File: src/rtl/fetch_unit_pkg.sv
// Shared fetch-stage definitions: branch codes, fetch FSM encodings and
// the branch-decision helper used by the next-PC logic.
package fetch_unit_pkg;

   localparam logic [1:0] BR_NONE = 2'b00;
   localparam logic [1:0] BR_EQ   = 2'b01;
   localparam logic [1:0] BR_NE   = 2'b10;
   localparam logic [1:0] BR_RSVD = 2'b11;

   localparam logic [1:0] ST_BOOT  = 2'b00;
   localparam logic [1:0] ST_FETCH = 2'b01;
   localparam logic [1:0] ST_EXEC  = 2'b10;

   // The reserved code behaves like "no branch" so a bad decode cannot redirect the PC.
   function automatic logic branch_taken(input logic [1:0] br, input logic zero);
      logic t;
      case (br)
         BR_NONE: t = 1'b0;
         BR_EQ:   t = zero;
         BR_NE:   t = ~zero;
         BR_RSVD: t = 1'b0;
         default: t = 1'b0;
      endcase
      return t;
   endfunction

endpackage

File: src/rtl/fetch_unit_pc_next.sv
// Next-PC candidates for the retiring instruction: sequential pc+4, the
// PC-relative branch target, and whether the branch is taken.
module pc_next_calc
   import fetch_unit_pkg::*;
#(
   parameter int ADDR_W = 32
) (
   input  logic [ADDR_W-1:0] pc,
   input  logic [15:0]       imm16,
   input  logic [1:0]        Branch,
   input  logic              Zero,
   output logic [ADDR_W-1:0] pc4,
   output logic [ADDR_W-1:0] target,
   output logic              taken
);

   logic [ADDR_W-1:0] offset;

   // Word offset sign-extended to the full address width; all sums wrap.
   assign offset = {{(ADDR_W-16){imm16[15]}}, imm16} << 2'd2;
   assign pc4    = pc + {{(ADDR_W-3){1'b0}}, 3'b100};
   assign target = pc4 + offset;
   assign taken  = branch_taken(Branch, Zero);

endmodule

File: src/rtl/fetch_unit.sv
// Instruction-fetch stage: PC and instruction registers, imem req/ack
// handshake, and next-PC resolution on retire.
module fetch_unit
   import fetch_unit_pkg::*;
#(
   parameter int                ADDR_W   = 32,
   parameter logic [ADDR_W-1:0] RESET_PC = {ADDR_W{1'b0}}
) (
   input  logic              clk,
   input  logic              reset_n,
   output logic              imem_req,
   output logic [ADDR_W-1:0] imem_addr,
   input  logic              imem_ack,
   input  logic [31:0]       imem_rdata,
   input  logic              stall,
   input  logic [1:0]        Branch,
   input  logic              Zero,
   output logic [ADDR_W-1:0] pc,
   output logic [31:0]       instr,
   output logic              instr_valid,
   output logic [5:0]        Op,
   output logic [5:0]        Func
);

   localparam logic [ADDR_W-1:0] BOOT_PC = {RESET_PC[ADDR_W-1:2], 2'b00};

   logic [1:0]        state;
   logic [ADDR_W-1:0] pc4;
   logic [ADDR_W-1:0] target;
   logic              taken;

   pc_next_calc #(.ADDR_W(ADDR_W)) u_pc_next (
      .pc     (pc),
      .imm16  (instr[15:0]),
      .Branch (Branch),
      .Zero   (Zero),
      .pc4    (pc4),
      .target (target),
      .taken  (taken)
   );

   // Fetch FSM with PC and instruction registers; PC stays word aligned by construction.
   always_ff @(posedge clk or negedge reset_n) begin
      if (!reset_n) begin
         state       <= ST_BOOT;
         pc          <= BOOT_PC;
         instr       <= 32'h0000_0000;
         instr_valid <= 1'b0;
      end else begin
         case (state)
            ST_BOOT: begin
               state <= ST_FETCH;
            end
            ST_FETCH: begin
               if (imem_ack) begin
                  instr       <= imem_rdata;
                  instr_valid <= 1'b1;
                  state       <= ST_EXEC;
               end
            end
            ST_EXEC: begin
               if (!stall) begin
                  pc          <= taken ? target : pc4;
                  instr_valid <= 1'b0;
                  state       <= ST_FETCH;
               end
            end
            default: begin
               state       <= ST_BOOT;
               instr_valid <= 1'b0;
            end
         endcase
      end
   end

   // Request is decoded straight from the state register so reset drops it at once.
   assign imem_req  = (state == ST_FETCH);
   assign imem_addr = pc;
   assign Op        = instr[31:26];
   assign Func      = instr[5:0];

endmodule

File: config.mk
export PLATFORM = sky130hd
export DESIGN_NAME = fetch_unit
export DESIGN_NICKNAME = d
export VERILOG_FILES = /design/src/rtl/fetch_unit_pkg.sv /design/src/rtl/fetch_unit_pc_next.sv /design/src/rtl/fetch_unit.sv
export SDC_FILE = /design/constraint.sdc
export NUM_CORES = 1
export LEC_CHECK = 0
export BUFFER_PORTS_ARGS = -buffer_cell sky130_fd_sc_hd__buf_2
export CAP_MARGIN = 30
export CORE_ASPECT_RATIO = 0.9
export CORE_MARGIN = 4
export CORE_UTILIZATION = 40
export CTS_CLUSTER_SIZE = 40
export DETAILED_ROUTE_END_ITERATION = 10
export GPL_ROUTABILITY_DRIVEN = 0
export HOLD_SLACK_MARGIN = 0.15
export PLACE_DENSITY = 0.68
export SKIP_CTS_REPAIR_TIMING = 1
export SYNTH_ARGS = -nofsm -noshare
export SYNTH_HDL_FRONTEND = slang
export SYNTH_SLANG_ARGS = --single-unit
File: constraint.sdc
create_clock -name clk -period 5.6 [get_ports clk]
set_input_delay 0.84 -clock clk [delete_from_list [all_inputs] [get_ports clk]]
set_output_delay 0.84 -clock clk [all_outputs]
set_load 0.05 [all_outputs]
==> impl.org, run 1 <==
** Status
- Status :: finished clean

** Synthesis
- Portion of the post-synthesis area used by sequential elements :: 29.93%
- The synthesized netlist devotes 8.888% of its cell area to adder and majority cells.
- The most used flip-flop cell after synthesis is sky130_fd_sc_hd__dfrtp_1.
- The synthesized design contains 0 enable-type register cells.
- Simple-gate share of the synthesized area :: 18.24%
- Largest cells by area after synthesis :: sky130_fd_sc_hd__dfrtp_1, sky130_fd_sc_hd__ha_1, sky130_fd_sc_hd__mux2_2, sky130_fd_sc_hd__buf_4, sky130_fd_sc_hd__a21oi_1
- Netlist Area Pre-Place :: 0.005434 mm²
- Counting every instance in the synthesized netlist gives 633.
- Largest area contributor in the netlist :: sky130_fd_sc_hd__dfrtp_1
- Yosys reg bits :: 65
- Xor/xnor cell area share of the yosys netlist :: 8.059%
- Total of warnings raised by yosys :: 0
- Multiplexer cells account for 7.207% of the synthesized area.
- Largest family of logic cells by synthesized area :: compound AO/OA/AOI/OAI gates
- After synthesis, the share of flip-flops with an asynchronous set or reset is 100.0%.
- A synthesized cell averages 8.584 µm².
- Area fraction of the dominant cell type after synthesis :: 29.93%
- The number of different library cells used by synthesis comes to 60.
- The synthesized netlist devotes 18.65% of its cell area to compound gates.

** Route
- Total number of vias :: 4,919
- In the routed design, unresolved DRC markers number 0.
- Dividing the detail-routed via count by the number of cells gives 5.472.
- Dividing the detail-routed wire length by the instance count gives 16.32 µm.
- Number of nets with antenna violations after detailed routing :: 0
- The routed design has 14,670 µm of wire.
- Drt first-iter violations :: 218
- The pre-antenna-repair detailed-routing pass consisted of 5 iterations.

** Global routing
- Total congestion overflow :: 0
- Largest net degree at the start of global routing :: 66
- After global routing, the most crowded layer is met2.
- Total routing resource utilization after global routing :: 19.42%
- For met2 alone, demand over resource in global routing was 30.71%.
- Grt met1 use :: 26.58%
- The via count of the first global-routing pass came to 4,747.
- The first global-routing pass estimated 24,270 µm of wire.
- Met3 global-route usage :: 3.434%
- The number of antenna violations at the first check in global routing was 0.

** Setup path
- The worst setup path is launched from a flip-flop.
- The worst setup path is captured at a flip-flop.
- Worst-case reg-to-reg path depth :: 15
- Data on the critical path is required at its endpoint by 5.85 ns.
- Kind of critical path :: reg -> reg
- In this run the register-to-register setup slack is 1.27 ns.
- CP Max Fanout :: 8
- Worst Path Arrival :: 4.58 ns

** CTS
- The longest clock path from root to sink contains 2 buffers.
- CTS root buffer :: sky130_fd_sc_hd__clkbuf_16
- For the worst-skew pair, the clock arrives at the later sink with an insertion delay of 0.35 ns.
- For this design, the sink count on the clock tree is 65.
- The number of clock buffers added by TritonCTS is 9.
- TritonCTS built the clock tree.
- CTS H-tree lvls :: 3
- Clock-pin slew was measured on the worst setup and hold paths at 0.06 ns.

** Floorplanning
- Row generation in the floorplan step produced 40 rows.
- The floorplan step defined a die boundary enclosing 0.01552 mm².
- The die is 118.6 µm tall.
- For this configuration, the core starts out at a cell density of 40.82%.
- Count of pins on the block boundary :: 149
- The region available for standard cell placement spans 0.01331 mm².
- The die is 130.9 µm wide.

** Finish
- The number of antenna diodes in the final layout is 0.
- Leaving out fill and tap cells, the most frequent cell in the layout is sky130_fd_sc_hd__buf_2.
- The top cell types in the final layout, fill and taps aside, are sky130_fd_sc_hd__buf_2, sky130_fd_sc_hd__dfrtp_1, sky130_fd_sc_hd__nand2_1.
- Layout area overhead :: 15.84%
- Cells with a size suffix above 1 make up 29.14% of the layout.
- The net count of the finished layout is 803.

** Flow run
- Max-cap viol count :: 0

** Timing
- Setup repair after global routing left no endpoint under its margin.
- Final Slew Violations :: 0
- For the final database, setup skew stands at 0.01041 ns.
- Number of setup violations in the final report :: 0
- The worst path uses 77.37% of the clock period.
- Summed over all failing endpoints, the final setup total negative slack is 0 ns.
- Final number of hold-violating endpoints :: 0
- For the finished layout, the period the worst path requires is 4.333 ns.
- In this run the tightest slew margin relative to its limit is 33.74%.
- Based on the critical path, the design can be clocked at up to 0.2308 GHz.
- Tightest Pin Transition :: 0.9940 ns

** Placed design
- Detailed Place HPWL :: 10,710 µm
- IO Port Bufs :: 144

** Worst hold path
- The tightest min-delay check is of the reg -> reg type.
- Cells on Worst Hold Path :: 1
[worst max-delay path, cell delays in order, from the launching register on]
cell and delay (ns):
sky130_fd_sc_hd__dfrtp_1 0.47, sky130_fd_sc_hd__and4_4 0.29, sky130_fd_sc_hd__and3_2 0.19, sky130_fd_sc_hd__and2_1 0.22, sky130_fd_sc_hd__nand3_1 0.20, sky130_fd_sc_hd__nor2_1 0.16, sky130_fd_sc_hd__xor2_1 0.24, sky130_fd_sc_hd__ha_1 0.31
sky130_fd_sc_hd__a21o_1 0.20, sky130_fd_sc_hd__a21oi_1 0.19, sky130_fd_sc_hd__or4b_2 0.59, sky130_fd_sc_hd__o21ai_0 0.42, sky130_fd_sc_hd__o31a_1 0.23, sky130_fd_sc_hd__o211ai_1 0.13, sky130_fd_sc_hd__mux2i_1 0.13, sky130_fd_sc_hd__o32ai_1 0.25
[area by class of cell]
type | count | area [µm²]
Tap cell | 168 | 210.2
Clock inverter | 4 | 51.30
Multi-Input combinational cell | 488 | 3336
Clock buffer | 12 | 256.5
Fill cell | 1325 | 7018
Timing Repair Buffer | 151 | 773.2
Inverter | 11 | 41.29
Sequential cell | 65 | 1627
[cell usage after synthesis, types with 3 or more instances]
| cell type | count |
|---|---|
| sky130_fd_sc_hd__buf_1 | 3 |
| sky130_fd_sc_hd__xnor2_1 | 30 |
| sky130_fd_sc_hd__nor3_1 | 13 |
| sky130_fd_sc_hd__nand2b_1 | 3 |
| sky130_fd_sc_hd__ha_1 | 37 |
| sky130_fd_sc_hd__mux2_2 | 33 |
| sky130_fd_sc_hd__nor4_1 | 4 |
| sky130_fd_sc_hd__and3_2 | 3 |
| sky130_fd_sc_hd__xor2_1 | 20 |
| sky130_fd_sc_hd__nand3_1 | 19 |
| sky130_fd_sc_hd__and2_1 | 3 |
| sky130_fd_sc_hd__a22oi_1 | 6 |
| sky130_fd_sc_hd__o211ai_1 | 5 |
| sky130_fd_sc_hd__nand4_1 | 11 |
| sky130_fd_sc_hd__o21bai_1 | 5 |
| sky130_fd_sc_hd__o31ai_1 | 4 |
| sky130_fd_sc_hd__o22ai_1 | 6 |
| sky130_fd_sc_hd__inv_1 | 11 |
| sky130_fd_sc_hd__dfrtp_1 | 65 |
| sky130_fd_sc_hd__a21o_1 | 20 |
| sky130_fd_sc_hd__buf_4 | 46 |
| sky130_fd_sc_hd__a21oi_1 | 54 |
| sky130_fd_sc_hd__clkbuf_1 | 21 |
| sky130_fd_sc_hd__and3_1 | 10 |
| sky130_fd_sc_hd__nand2_1 | 62 |
| sky130_fd_sc_hd__o21a_1 | 3 |
| sky130_fd_sc_hd__or3_1 | 3 |
| sky130_fd_sc_hd__o21ai_0 | 32 |
| sky130_fd_sc_hd__a31oi_1 | 12 |
| sky130_fd_sc_hd__nor2b_1 | 4 |
| sky130_fd_sc_hd__nor2_1 | 46 |
| sky130_fd_sc_hd__nor3b_1 | 3 |
[state kept, by name, summed over array words and instances, names as in the netlist]
signal / count
instr_valid: 1
state: 2
instr: 32
imem_addr: 30
[logic make-up (layout without fill, tap and decap cells)]
group	after synthesis	after routing
simple gates	197	197
fa+ha+maj	38	38
flops	65	65
xor+xnor	50	50
compound gates	164	164
mux	35	35
buf+inv	83	178
other cells	1	4
[worst paths after layout]
| check | start | end |
|---|---|---|
| worst max-delay path | imem_addr[5] | imem_addr[28] |
| worst min-delay path | instr[19] | instr[19] |
| worst max register to register | imem_addr[5] | imem_addr[28] |
| worst min register to register | instr[19] | instr[19] |
| max in group asynchronous | reset_n | imem_addr[20] |
| min in group asynchronous | reset_n | instr[27] |
[metrics by stage]
| stage | util, % | setup WS [ns] | instance area, µm² | hold WS [ns] | instances |
|---|---|---|---|---|---|
| 2_1_floorplan | - | 1.413 | 5445 | 0.5129 | 636 |
| 3_3_place_gp | 44.97 | 1.508 | 5987 | 0.4830 | 883 |
| 3_5_place_dp | 44.97 | 1.338 | 5987 | 0.4875 | 883 |
| 4_1_cts | 47.28 | 1.303 | 6295 | 0.4999 | 899 |
| 5_1_grt | 47.28 | 0.9568 | 6295 | 0.5166 | 899 |
| 6_report | 47.28 | 1.267 | 6295 | 0.4996 | 899 |
[layer usage]
| metal | part of all wire (%) | vias to the layer above |
|---|---|---|
| met5 | 0 | - |
| met4 | 1.6 | 0 |
| met3 | 6.3 | 18 |
| met2 | 48 | 165 |
| met1 | 45 | 2313 |
| li1 | - | 2423 |
Power of run 1 is not shown: default switching activity piles up to over one toggle a cycle in this logic, so the estimate is an artifact.
==> run 2: changes to the inputs <==
--- a/config.mk
+++ b/config.mk
@@ -5,6 +5,7 @@
 export SDC_FILE = /design/constraint.sdc
 export NUM_CORES = 1
 export LEC_CHECK = 0
+export ABC_AREA = 1
 export BUFFER_PORTS_ARGS = -buffer_cell sky130_fd_sc_hd__buf_2
 export CAP_MARGIN = 30
 export CORE_ASPECT_RATIO = 0.9
@@ -14,7 +15,7 @@
 export DETAILED_ROUTE_END_ITERATION = 10
 export GPL_ROUTABILITY_DRIVEN = 0
 export HOLD_SLACK_MARGIN = 0.15
-export PLACE_DENSITY = 0.68
+export PLACE_DENSITY = 0.69
 export SKIP_CTS_REPAIR_TIMING = 1
 export SYNTH_ARGS = -nofsm -noshare
 export SYNTH_HDL_FRONTEND = slang
==> constraint.sdc (replaced) <==
create_clock -name clk -period 3.85 [get_ports clk]
set_input_delay 0.5775 -clock clk [delete_from_list [all_inputs] [get_ports clk]]
set_output_delay 0.5775 -clock clk [all_outputs]
set_load 0.05 [all_outputs]
==> impl.org, run 2 <==
** Status
- Status :: finished clean

** Floorplanning
- Total Die Area :: 0.01787 mm²
- The die is 140.5 µm wide.
- For this configuration, the core starts out at a cell density of 40.90%.
- After floorplanning, the core was divided into 43 placement rows.
- The floorplan step set the die height to 127.2 µm.
- The total area inside the core boundary comes to 0.01544 mm².
- Count of pins on the block boundary :: 149

** Timing
- Counting I/O delays and the setup requirement, the final critical path takes 3.364 ns.
- Dividing the final minimum period by the clock period gives 87.38%.
- Derived from the worst setup path, the maximum achievable clock frequency is 0.2972 GHz.
- Max Clock Skew :: 0.01017 ns
- Worst max-slew margin expressed relative to the limit :: 33.51%
- The final number of hold-violating endpoints came to 0.
- Number of setup violations in the final report :: 0
- At the pin with the least slew margin, the transition time is 0.9962 ns.
- Final total negative setup slack :: 0 ns
- Unrepaired setup endpoints after global routing :: false
- The final count of pins violating max slew came to 0.

** Synthesis
- After synthesis, the mean cell area works out to 6.677 µm².
- Ranking of synthesized cells by instance count :: sky130_fd_sc_hd__nand2_1, sky130_fd_sc_hd__inv_1, sky130_fd_sc_hd__dfrtp_1, sky130_fd_sc_hd__nor2_1, sky130_fd_sc_hd__nand3_1
- Largest area contributor in the netlist :: sky130_fd_sc_hd__dfrtp_1
- Syn Inst Count :: 946
- Summed over its instances, the top area cell type makes up 25.75% of the synthesized netlist area.
- Most used DFF post-synth :: sky130_fd_sc_hd__dfrtp_1
- Largest cells by area after synthesis :: sky130_fd_sc_hd__dfrtp_1, sky130_fd_sc_hd__nand2_1, sky130_fd_sc_hd__inv_1, sky130_fd_sc_hd__ha_1, sky130_fd_sc_hd__buf_4
- Netlist Area Pre-Place :: 0.006316 mm²
- In the synthesized netlist the async set-or-reset flop fraction comes to 100.0%.
- Yosys instantiated no cell more often than sky130_fd_sc_hd__nand2_1.
- In this run, synthesis inferred 0 flip-flops with an integrated enable.
- Yosys reg bits :: 65
- For this run, the register share of the synthesized area comes to 25.75%.
- During synthesis, Yosys emitted a total of 0 warnings.
- After synthesis, the netlist uses 44 different library cells.

** Setup path
- Endpoint of the most critical register-to-register path :: imem_addr[18]
- In this run the register-to-register setup slack is 0.49 ns.
- Startpoint of the lowest-slack register-to-register path :: imem_addr[2]
- For this run, the slowest stage of the critical path takes 0.49 ns.
- Req. time, crit path :: 4.08 ns
- Worst setup path start :: imem_addr[2]
- Worst Path Arrival :: 3.59 ns
- By instance count, the cell type seen most on the critical path is sky130_fd_sc_hd__nand2_1.
- The kind of cell with the highest combined delay along the critical path is simple AND/OR/NAND/NOR gates.
- Counting cells, the worst reg-to-reg path comes to 19.
- Kind of critical path :: reg -> reg
- Critical Path Slowest Stage Cell :: sky130_fd_sc_hd__dfrtp_1
- Sequence of cells on the critical path :: ha_1 -> inv_1 -> nor2_4 -> nand2_1 -> nor2_2 -> xor2_1 -> inv_1 -> ha_1 -> nand2_1 -> nor2_1 -> nand2_1 -> nand2_1 -> inv_1 -> nand2_1 -> nand2_1 -> nand3_1 -> nand2_1 -> nand2_1 -> nand2_1
- STA classifies the critical path endpoint as a flip-flop.
- Along the worst path, the maximum fanout reaches 7.
- Crit path launch type :: flip-flop
- Number of buffer and inverter stages on the critical path :: 3

** CTS
- TritonCTS built the clock tree.
- Number of buffers created by CTS :: 9
- Buffers from clock root to sink, at most :: 2
- CTS H-tree lvls :: 3
- Clk sinks :: 65
- Clock-pin slew was measured on the worst setup and hold paths at 0.06 ns.
- Clock Latency Late Sink :: 0.35 ns
- CTS root buffer :: sky130_fd_sc_hd__clkbuf_16

** Route
- Number of nets with antenna violations after detailed routing :: 0
- The routed design has 19,150 µm of wire.
- The pre-antenna-repair detailed-routing pass consisted of 5 iterations.
- Remaining DRCs :: 0
- Average detailed-routed wire length per instance :: 15.23 µm
- The detailed router placed 6,336 vias in this run.
- Via density per instance :: 5.041
- Drt first-iter violations :: 573

** Worst hold path
- Hold crit path type :: in -> async

** Placed design
- IO Port Bufs :: 144
- Detailed Place HPWL :: 15,130 µm

** Finish
- The area growth from synthesis to layout is 15.08%.
- 0 antenna diodes ended up in the layout.
- Most common cell after layout, fill and taps aside :: sky130_fd_sc_hd__nand2_1
- In the layout the commonest cells are sky130_fd_sc_hd__nand2_1, sky130_fd_sc_hd__buf_2, sky130_fd_sc_hd__inv_1.
- The register with the most flip-flops in the layout has 32 of them.
- Largest register by flop count :: instr
- At the end of the flow, the number of nets in the layout was 1,127.
- In the final layout, the share of cells above drive strength 1 is 22.75%.

** Global routing
- Entering global routing, the biggest net connects 66 pins.
- The number of antenna violations at the first check in global routing came to 0.
- For this run the aggregate overflow at the end of global routing stands at 0.
- Total routing resource utilization after global routing :: 21.54%
- Number of global-route vias before repair :: 5,855
- First-pass GRT wire length :: 30,730 µm

** Flow run
- Max-cap viol count :: 0
run 2: worst max path at each step:
stage / slack, ns / to / cells past startpoint
after floorplan: 0.90 / imem_addr[16] / 19
after global routing: 0.16 / imem_addr[18] / 19
after detailed placement: 0.65 / imem_addr[18] / 19
final: 0.49 / imem_addr[18] / 19
after CTS: 0.62 / imem_addr[18] / 19
after global placement: 0.67 / imem_addr[18] / 19
run 2: cell families (layout without fill, tap and decap cells):
family,Yosys count,count (layout),synth area share (%)
simple gates,496,496,34.55
buf+inv,205,311,15.10
compound gates,86,86,7.924
flops,65,65,25.75
fa+ha+maj,38,38,7.647
mux,31,31,5.527
xor+xnor,24,24,3.447
other cells,1,4,0.05937
run 2: final cells by class:
| class | count | area [µm²] |
|---|---|---|
| inverters | 145 | 544.3 |
| well taps | 202 | 252.7 |
| fillers | 1579 | 8173 |
| clock buffers | 9 | 225.2 |
| clock inverters | 7 | 83.83 |
| repair buffers | 150 | 788.3 |
| multi-input cells | 679 | 3747 |
| flip-flops and latches | 65 | 1627 |
run 2: metal layers:
layer	part of all wire (%)	up-vias	GRT usage (%)
li1	-	3140	-
met1	44	2865	29.60
met2	44	305	33.56
met3	11	26	6.512
met4	1.8	0	4.843
met5	0	-	0
run 2: stage by stage:
| stage | setup slack [ns] | instances | hold WS [ns] | util, % | cell area, µm² |
|---|---|---|---|---|---|
| final | 0.4857 | 1257 | 0.1957 | 47.07 | 7268 |
| after global routing | 0.1613 | 1257 | 0.2568 | 47.07 | 7268 |
| after CTS | 0.6161 | 1256 | 0.3945 | 46.89 | 7241 |
| after detailed placement | 0.6494 | 1240 | 0.4880 | 44.89 | 6932 |
| after global placement | 0.6682 | 1240 | 0.4545 | 44.89 | 6932 |
| after floorplan | 0.8973 | 949 | 0.2819 | - | 6327 |
Power of run 2 is left out for the same reason.
